## src/rtl/shift_register_univ.sv

```systemverilog
// Universal shift register: parallel load and clear, plus logical, arithmetic and rotate
// shifts that run a commanded number of steps. Commands arrive over a valid/ready handshake.
module shift_register_univ #(
  parameter int WIDTH = 8,
  parameter int CNT_W = 4
) (
  input  logic             clk_i,
  input  logic             rstn_i,
  input  logic             cmd_valid_i,
  output logic             cmd_ready_o,
  input  logic [2:0]       cmd_op_i,
  input  logic [CNT_W-1:0] cmd_cnt_i,
  input  logic [WIDTH-1:0] load_data_i,
  input  logic             ser_i,
  input  logic             stall_i,
  output logic [WIDTH-1:0] data_o,
  output logic             ser_o,
  output logic             busy_o,
  output logic             done_o
);

  localparam logic [2:0] OP_NOP  = 3'b000;
  localparam logic [2:0] OP_LOAD = 3'b001;
  localparam logic [2:0] OP_SHL  = 3'b010;
  localparam logic [2:0] OP_SHR  = 3'b011;
  localparam logic [2:0] OP_ROL  = 3'b100;
  localparam logic [2:0] OP_ROR  = 3'b101;
  localparam logic [2:0] OP_ASR  = 3'b110;
  localparam logic [2:0] OP_CLR  = 3'b111;

  typedef enum logic {
    IDLE  = 1'b0,
    SHIFT = 1'b1
  } state_t;

  state_t           state_reg, state_next;
  logic [WIDTH-1:0] data_reg, data_next;
  logic             ser_reg, ser_next;
  logic             done_reg, done_next;
  logic [2:0]       op_reg, op_next;
  logic [CNT_W-1:0] rem_reg, rem_next;

  // One shift step; the result is {bit shifted out, new contents}.
  function automatic logic [WIDTH:0] step_fn(input logic [2:0] op,
                                             input logic [WIDTH-1:0] d,
                                             input logic fill,
                                             input logic ser_cur);
    logic [WIDTH:0] r;
    r = {ser_cur, d};
    unique case (op)
      OP_SHL:  r = {d[WIDTH-1], d[WIDTH-2:0], fill};
      OP_SHR:  r = {d[0], fill, d[WIDTH-1:1]};
      OP_ROL:  r = {d[WIDTH-1], d[WIDTH-2:0], d[WIDTH-1]};
      OP_ROR:  r = {d[0], d[0], d[WIDTH-1:1]};
      OP_ASR:  r = {d[0], d[WIDTH-1], d[WIDTH-1:1]};
      default: r = {ser_cur, d};
    endcase
    return r;
  endfunction

  always_ff @(posedge clk_i or negedge rstn_i) begin
    if (!rstn_i) begin
      state_reg <= IDLE;
      data_reg  <= '0;
      ser_reg   <= 1'b0;
      done_reg  <= 1'b0;
      op_reg    <= OP_NOP;
      rem_reg   <= '0;
    end else begin
      state_reg <= state_next;
      data_reg  <= data_next;
      ser_reg   <= ser_next;
      done_reg  <= done_next;
      op_reg    <= op_next;
      rem_reg   <= rem_next;
    end
  end

  always_comb begin
    state_next = state_reg;
    data_next  = data_reg;
    ser_next   = ser_reg;
    done_next  = 1'b0;
    op_next    = op_reg;
    rem_next   = rem_reg;

    unique case (state_reg)
      IDLE: begin
        if (cmd_valid_i) begin
          unique case (cmd_op_i)
            OP_NOP: done_next = 1'b1;
            OP_LOAD: begin
              data_next = load_data_i;
              done_next = 1'b1;
            end
            OP_CLR: begin
              data_next = '0;
              ser_next  = 1'b0;
              done_next = 1'b1;
            end
            default: begin
              // First step executes at the accept edge regardless of stall_i.
              if (cmd_cnt_i == '0) begin
                done_next = 1'b1;
              end else begin
                {ser_next, data_next} = step_fn(cmd_op_i, data_reg, ser_i, ser_reg);
                op_next  = cmd_op_i;
                rem_next = cmd_cnt_i - 1'b1;
                if (cmd_cnt_i == CNT_W'(1)) begin
                  done_next = 1'b1;
                end else begin
                  state_next = SHIFT;
                end
              end
            end
          endcase
        end
      end
      SHIFT: begin
        if (!stall_i) begin
          {ser_next, data_next} = step_fn(op_reg, data_reg, ser_i, ser_reg);
          rem_next = rem_reg - 1'b1;
          if (rem_reg == CNT_W'(1)) begin
            state_next = IDLE;
            done_next  = 1'b1;
          end
        end
      end
      default: state_next = IDLE;
    endcase
  end

  assign busy_o      = (state_reg == SHIFT);
  assign cmd_ready_o = !busy_o;
  assign data_o      = data_reg;
  assign ser_o       = ser_reg;
  assign done_o      = done_reg;

endmodule
```

## config.mk

```make
export PLATFORM = sky130hd
export DESIGN_NAME = shift_register_univ
export DESIGN_NICKNAME = d
export VERILOG_FILES = /design/src/rtl/shift_register_univ.sv
export SDC_FILE = /design/constraint.sdc
export NUM_CORES = 1
export LEC_CHECK = 0
export CELL_PAD_IN_SITES_DETAIL_PLACEMENT = 0
export CELL_PAD_IN_SITES_GLOBAL_PLACEMENT = 1
export CORE_MARGIN = 1.5
export CORE_UTILIZATION = 44
export CTS_BUF_LIST = sky130_fd_sc_hd__clkbuf_8
export DETAILED_ROUTE_END_ITERATION = 10
export HOLD_SLACK_MARGIN = 0.03
export PLACE_DENSITY = 0.86
export SYNTH_ARGS = -nofsm -noshare
export SYNTH_HDL_FRONTEND = slang
export SYNTH_SLANG_ARGS = --single-unit
```

## constraint.sdc

```tcl
create_clock -name clk_i -period 2.51 [get_ports clk_i]
set_clock_uncertainty 0.05 [all_clocks]
set_input_delay 0.502 -clock clk_i [delete_from_list [all_inputs] [get_ports clk_i]]
set_output_delay 0.502 -clock clk_i [all_outputs]
set_load 0.01 [all_outputs]
```

==> impl_metrics.toml <==
[synth]
ys_ff_latch = 18
postSynthAreaPerCell_sq_um = 8.32
syn_nets = 236
ys_seq_area_share_pct = 25.5
synth_top_family_by_area = "compound AO/OA/AOI/OAI gates"
yosys.area.top_type_share_pct = 25.5
synthCells = 212
synthAdderAreaFrac_pct = 3.40
synth_edf_count = 0
async_flop_share_pct = 100
synth_area_leaders = "dfrtp_1, mux2_2, a32oi_1"
synth-main-ff-cell = "dfrtp_1"
synth_top_cell_by_area = "dfrtp_1"
syn_area_sq_mm = 0.00176
synth_compound_area_share_pct = 30.3
synthSimpleGateAreaFrac_pct = 16.4
synth_xor_xnor_area_share_pct = 2.48
yosysWarnings = 0
muxShareOfSynthArea_pct = 13.3
yosysUniqueCellTypes = 48

[route]
routed_wl_mm = 5.08
routedWlPerCell_um = 16.8
drtPass1Iterations = 4
vias = 1867
ant_nets = 0
drt-vias-per-instance = 6.18
drt_iter0_drc = 179
drc = 0

[floorplanning]
pin_count = 32
die_x_um = 66.3
die_area_sq_mm = 0.00440
rows = 22
die_y_um = 66.3
core_sq_mm = 0.00374
start_util_pct = 47.1

[grt]
grt_overflow_total = 0
grt_use_total_pct = 24.3
grt_max_degree = 23
grt_antenna_before_repair = 0
grt_pass1_wl_mm = 8.21
grt_pass1_vias = 1699

[final_layout]
area_growth_pct = 28.8
postLayoutCellArea_sq_mm = 0.00227
drive_gt1_share_pct = 17.7
layout.nets = 279
largest_register_ffs = 8
final_util_pct = 60.7
diodes = 0

[place]
port_buffers = 31
dpl.hpwl_mm = 3.72
postPlaceCellArea_sq_mm = 0.00222
gp_congestion = 0.843

[sta]
worst_pin_slew_ns = 0.619
layout_min_cycle_time_ns = 2.33
drv_slew = 0
setup-tns-final_ns = 0
setup_viol = 0
fmax_mhz = 429
post-route-period-util_pct = 92.8
holdWs_ns = 0.435
slew_headroom_pct = 58.8
hold_violations = 0
rsz0062_at_grt = "false"

[clocking]
path_clk_slew_ns = 0.08
tritoncts = "done"
cts_root_buffer = "clkbuf_8"
numClockSinks = 18
ctsResizeCount = 0
cts_hold_buf = 0
h-tree-depth = 1
clk_path_buf_depth = 2
numCtsBuffers = 3
cts_setup_buffers = 0
insertion_delay_ns = 0.26

[pwr]
p_per_area_mw_per_mm2 = 1040
finalPower_w = 0.00237
leakage_nw = 0.972
vdd_ir_drop_max_v = 0.000546

[run]
drv_cap = 0

[run_status]
outcome = "completed"

[setup_path]
cp_data_required_time_ns = 2.59
cp.arrival_ns = 2.41
worst_setup_path_start_kind = "input port"
crit_fanout = 7
crit_path_end_kind = "flip-flop"
worstSetupPathType = "input port to flip-flop"

[min_path]
hp-class = "input port to async pin"
[cells in the final DEF (no fill, tap or decap), types with 2 or more instances in the layout]
cell and instances:
clkdlybuf4s50_1 31, xnor2_1 2, a21oi_1 17, buf_4 23, o21ai_0 9, o211ai_1 3
o31ai_1 2, nor2b_1 5, nand2b_1 7, nor2_1 14, a221oi_1 2, ha_1 4
a21o_1 5, clkbuf_8 4, inv_1 10, a32oi_1 12, mux2i_1 10, o22ai_1 11
a211oi_1 5, dfrtp_1 18, nand3_1 4, xor2_1 3, nor3b_1 2, nand2_1 15
nor3_1 4, mux2_2 11
[metrics by stage]
stage / std cells / worst slack (ns)
2_1_floorplan: 212 / 0.417
3_3_place_gp: 298 / -0.0291
3_5_place_dp: 298 / -0.0872
4_1_cts: 302 / 0.181
5_1_grt: 302 / 0.0916
6_report: 302 / 0.182
[Yosys cell counts (all sizes together) (2+ instances only)]
cell,n
dfrtp,18
xnor2,2
o22ai,11
mux2i,10
a21o,5
a21oi,17
o211ai,3
nand2b,7
nor3b,2
nor3,4
a221oi,2
o31ai,2
a32oi,12
nor2,14
mux2,12
o21ai,9
inv,11
nand3,5
ha,4
clkbuf,4
buf,13
a211oi,5
nand2,15
nor2b,5
xor2,3
[where the power goes]
part	switching (W)	internal, W	leakage, nW
Clock	0.0000997	0.000139	0.0288
Sequential	0.000313	0.000426	0.218
Combinational	0.000636	0.000753	0.725
Total	0.00105	0.00132	0.972
[worst max-delay path: stages]
cell and delay, ns:
clkdlybuf4s50_1 0.42, inv_1 0.08, ha_1 0.17, or3b_4 0.39
a211o_1 0.30, nand3_2 0.18, mux2_2 0.36
[path summary, 6_finish.rpt]
check	from	slack (ns)	depth (start not counted)	end
setup reg to reg	op_reg[0]	0.47	5	data_o[6]
min in group clk_i	ser_o	0.50	2	ser_o
setup / recovery	cmd_cnt_i[0]	0.18	7	data_o[6]
max in group asynchronous	rstn_i	1.48	2	data_o[1]
hold / removal	rstn_i	0.43	1	done_o
hold reg to reg	ser_o	0.50	2	ser_o
[final cells by class]
type / instances / area, sq um
Fill cell: 343 / 1470
Inverter: 11 / 41.3
Sequential cell: 18 / 450
Tap cell: 48 / 60.1
Clock buffer: 4 / 55.1
Multi-Input combinational cell: 166 / 1160
Timing Repair Buffer: 55 / 503
[per-layer routing]
metal / routed length, um / vias to the layer above / global-route usage (%)
met5: 0 / - / 0
met2: 2450 / 65 / 39.9
met1: 2340 / 918 / 33.2
li1: - / 880 / -
met4: 40 / 0 / 6.89
met3: 254 / 4 / 3.24
[kinds of logic (layout without fill, tap and decap cells)]
group                    after synthesis  after routing
adder cells (fa/ha/maj)                5              5
AO/OA/AOI/OAI                         77             77
flip-flops                            18             18
buffers and inverters                 28             70
AND/OR/NAND/NOR                       57             57
multiplexers                          22             22
XOR/XNOR                               5              5
(Power assumes the default switching activity.)
==> RTL edit 1: new RTL, same settings <==
Set the parameter `CNT_W` to 6 (it was 4).
--- a/src/rtl/shift_register_univ.sv
+++ b/src/rtl/shift_register_univ.sv
@@ -4,3 +4,3 @@
   parameter int WIDTH = 8,
-  parameter int CNT_W = 4
+  parameter int CNT_W = 6
 ) (
Ports: changed (resized cmd_cnt_i); port bits go from 32 to 34. The function was not compared with the original's and may differ.
==> RTL edit 1 against the original RTL <==
Global-route usage up 0.16 points; maximum frequency down 1.5%; worst setup slack lost 36 ps; synthesized cell count decreased by 0.94%; cell area is 5.5% higher; sequential cell count increased by 2; area after synthesis is 2.9% higher; worst hold slack improved by 83 ps; total power increased by 6.0%; combinational power up 12%; wire length is 3.1% higher; largest power group unchanged.
==> RTL edit 1: results (changes against the original RTL) <==
| Metric | Value |
|---|---|
| CP max FO | 7 (unchanged) |
| Vias in the first global route | 1784 (+5.0%) |
| Post-Syn Nets | 237 (+0.42%) |
| Max clock buf depth | 2 (unchanged) |
| Gp weighted congestion | 0.924 (+9.6%) |
| Syn avg cell area | 8.65 µm² (+3.9%) |
| Maximum VDD drop | 0.450 mV (-18%) |
| Fillcell total | 342 (-0.29%) |
| Cells on Worst Hold Path | 1 |
| Antenna violations before repair | 0 (unchanged) |
| Worst R2R Path Depth | 4 (-1) |
| Placed wire-length estimate | 3970 µm (+6.9%) |
| Latest clock arrival within the worst-skew pair | 260 ps (about the same) |
| # H-tree levels | 1 (unchanged) |
| Commonest cells in the netlist | dfrtp_1, o31ai_1, a21oi_1, nor2_1, a211oi_1 |
| Final WL | 5240 µm (+3.1%) |
| Area after DPL | 0.00233 mm² (+5.0%) |
| Placement Setup Slack | -96.2 ps (-8.93 ps) |
| Max_cap viols | 0 (unchanged) |
| Status | completed |
| Per-cell routed wire length | 17.1 µm (+1.7%) |
| Multi-input logic area | 0.00121 mm² (+3.9%) |
| DR iter-0 viols | 192 (+7.3%) |
| First-pass DRT Iterations | 5 (+1) |
| Area contributors post-synth | dfrtp_1, o31ai_1, a211oi_1, a221o_1, a21oi_1 |
| WP data arrival | 2470 ps (+60 ps) |
| Leakage | 0.989 nW (+1.7%) |
| GRT Total Usage | 0.245 (+0.00160) |
| Placed cells | 302 (+1.3%) |
| CP max stage cell | or3_1 |
| Via-per-instance ratio | 6.36 (+2.8%) |
| Cell Int Power | 1.37 mW (+3.6%) |
| Yosys cell types | 52 (+8.3%) |
| Largest net degree at the start of global routing | 21 (-8.7%) |
| Synth async-reset ratio | 1.00 (unchanged) |
| Worst slew margin | 0.566 (-0.0219) |
| Seq/Total Area, Yosys | 0.276 (+0.0204) |
| Worst-path clk slew | 80 ps (about the same) |
| Max incr delay on CP | 520 ps (+100 ps) |
| Hold/Removal Path Class | reg2reg |
| I/O Buffers | 33 (+6.5%) |
| First-pass GRT wire length | 8490 µm (+3.4%) |
| Share of cells above drive strength 1 | 0.145 (-0.0326) |
| Fin nets | 284 (+1.8%) |
| Inserted Diodes | 0 (unchanged) |
[RTL edit 1: cell count changes after synthesis, sizes merged, moves of 6 or more]
cell / change
nand2: -9
o22ai: -9
o31ai: +12
a211oi: +6
clkbuf: +6
and3: +6
a32oi: -12
mux2: -7
mux2i: -8
a221o: +7
[RTL edit 1: area by class of cell]
| cell class | instances | share of cell area |
|---|---|---|
| Multi-Input combinational cell | 162 | 0.504 |
| Inverter | 10 | 0.0157 |
| Sequential cell | 20 | 0.209 |
| Clock buffer | 4 | 0.0230 |
| Timing Repair Buffer | 60 | 0.222 |
| Tap cell | 50 | 0.0261 |
[RTL edit 1: power groups by stage]
stage	Clock, mW	Combinational [mW]	Sequential [mW]
final	0.246	1.56	0.702
after detailed placement	0	1.55	0.702
after CTS	0.254	1.56	0.696
after global placement	0	1.50	0.692
after global routing	0.264	1.73	0.725
after floorplan	0	1.06	0.630
[RTL edit 1: cells by family after synthesis]
family,Yosys count,share of synthesized area
xor+xnor,7,0.0338
mux,7,0.0420
simple gates,61,0.202
flops,20,0.276
buf+inv,28,0.0662
compound gates,82,0.346
fa+ha+maj,5,0.0345
[RTL edit 1: per-layer routing]
metal / part of all wire / track usage / wire [µm]
met1: 0.46 / 0.344 / 2420
met5: 0 / 0 / 0
met3: 0.066 / 0.0233 / 347
met2: 0.46 / 0.407 / 2430
met4: 0.0080 / 0.0536 / 42
[RTL edit 1: through the flow]
step	hold WS [ps]	setup TNS [ps]
6_report	518	0
5_1_grt	551	0
4_1_cts	513	0
3_5_place_dp	495	-439
3_3_place_gp	466	-16.9
2_1_floorplan	156	0
[RTL edit 1: repair_timing]
item                       in CTS  in global routing
setup endpoints to repair       0                  1
hold endpoints to repair        0                  0
resized for setup               0                  1
[RTL edit 1: path summary, 6_finish.rpt]
check / start / slack [ps] / end
setup / recovery: cmd_cnt_i[0] / 150 / data_o[4]$_DFFE_PN0P_
hold / removal: rem_reg[5]$_DFFE_PN0P_ / 520 / rem_reg[5]$_DFFE_PN0P_
setup reg to reg: busy_o$_DFF_PN0_ / 500 / data_o[4]$_DFFE_PN0P_
hold reg to reg: rem_reg[5]$_DFFE_PN0P_ / 520 / rem_reg[5]$_DFFE_PN0P_
max in group asynchronous: rstn_i / 1650 / op_reg[1]$_DFFE_PN0P_
min in group asynchronous: rstn_i / 540 / data_o[1]$_DFFE_PN0P_
==> RTL edit 2: new RTL, same flow settings <==
Without the edit above. `data_reg` no longer has a reset.
--- a/src/rtl/shift_register_univ.sv
+++ b/src/rtl/shift_register_univ.sv
@@ -63,3 +63,2 @@
       state_reg <= IDLE;
-      data_reg  <= '0;
       ser_reg   <= 1'b0;
@@ -70,3 +69,2 @@
       state_reg <= state_next;
-      data_reg  <= data_next;
       ser_reg   <= ser_next;
@@ -76,2 +74,6 @@
     end
+  end
+
+  always_ff @(posedge clk_i) begin
+    data_reg <= data_next;
   end
Check against the original RTL: not equivalent (a bounded check fails within 4 cycles, from zero or initial values and one cycle with rstn_i low).
==> RTL edit 2 against the original RTL <==
Total power is 1.6% lower; maximum frequency hardly changed; sequential power is 6.8% higher; cell area is 6.3% lower; wire length is 13% lower; worst setup slack better by 2.1 ps; first-iteration DRC count is 11% lower; area after synthesis is 6.4% lower; critical path depth is 3 higher; sequential cell count stayed put.
==> RTL edit 2: results (changes against the original RTL) <==
| Metric | Value |
|---|---|
| Status | completed |
| Worst-margin pin slew | 559 ps (-59.3 ps) |
| P_sw | 1.02 mW (-3.2%) |
| First-pass GRT wire length | 7490 µm (-8.8%) |
| Met3 WL | 170 µm (-33%) |
| Met1 usage | 0.332 (about the same) |
| Share of cells above drive strength 1 | 0.146 (-0.0308) |
| Global Route met3 Usage | 0.0317 (-0.000678) |
| CP top delay family | buffers and inverters |
| Hold slack | 520 ps (+84.7 ps) |
| Synth async-reset ratio | 0.556 (-0.444) |
| Post-Layout Cell Count | 294 (-2.6%) |
| Per-cell routed wire length | 15.1 µm (-10%) |
| Seq/Total Area, Yosys | 0.297 (+0.0417) |
| Placed wire-length estimate | 3320 µm (-11%) |
| Commonest cells in the netlist | a21oi_1, nor2_1, o21ai_0, nand2_1, inv_1 |
| Fin nets | 271 (-2.9%) |
| Post-synthesis instance total | 208 (-1.9%) |
| Leakage | 0.848 nW (-13%) |
| Gp weighted congestion | 0.862 (+2.2%) |
| Max incr delay on CP | 490 ps (+70 ps) |
| Via-per-instance ratio | 5.61 (-9.3%) |
| Setup crit end | rem_reg[0]$_DFFE_PN0P_ |
| Largest net degree at the start of global routing | 20 (-13%) |
| Yosys cell types | 46 (-4.2%) |
| GRT Total Usage | 0.231 (-0.0120) |
| Worst R2R End | data_o[6]$_DFFE_PP_ |
| WL met2 | 2040 µm (-17%) |
| Sequential Power Share | 0.339 (+0.027) |
| Fillcell total | 359 (+4.7%) |
| Register-to-register setup slack | 550 ps (+80 ps) |
| CP max FO | 13 (+6) |
| Maximum VDD drop | 0.577 mV (+5.6%) |
| Combinational power | 1.30 mW (-6%) |
| Area after DPL | 0.00207 mm² (-6.5%) |
| WP data arrival | 2440 ps (+30 ps) |
| CP startpoint | cmd_cnt_i[1] |
| Area contributors post-synth | dfrtp_1, edfxtp_1, a21oi_1, o21ai_0, nor2_1 |
| Post-Syn Nets | 232 (-1.7%) |
| Hold/Removal Path Class | reg2reg |
RTL edit 2: logic make-up after synthesis:
group	after synthesis	share of synthesized area
DFF	18	0.297
AOI/OAI and AO/OA	82	0.305
buffers and inverters	26	0.0765
muxes	10	0.0705
and+or+nand+nor	63	0.194
xor gates and xnor gates	5	0.0265
adders and majority gates	4	0.0303
RTL edit 2: cell type report:
| type | instances | share of cell area |
|---|---|---|
| clock buffers | 4 | 0.0259 |
| well taps | 48 | 0.0282 |
| repair buffers | 49 | 0.209 |
| inverters | 11 | 0.0194 |
| multi-input cells | 164 | 0.487 |
| flip-flops and latches | 18 | 0.230 |
RTL edit 2: per-stage QoR:
stage	setup TNS, ps	power, mW	utilization	setup slack (ps)
floorplan	0	1.61	-	484
global placement	-335	2.03	0.570	-47.8
detailed placement	-1140	2.07	0.570	-133
CTS	0	2.32	0.585	117
global route	0	2.52	0.586	56.3
finish	0	2.33	0.586	184
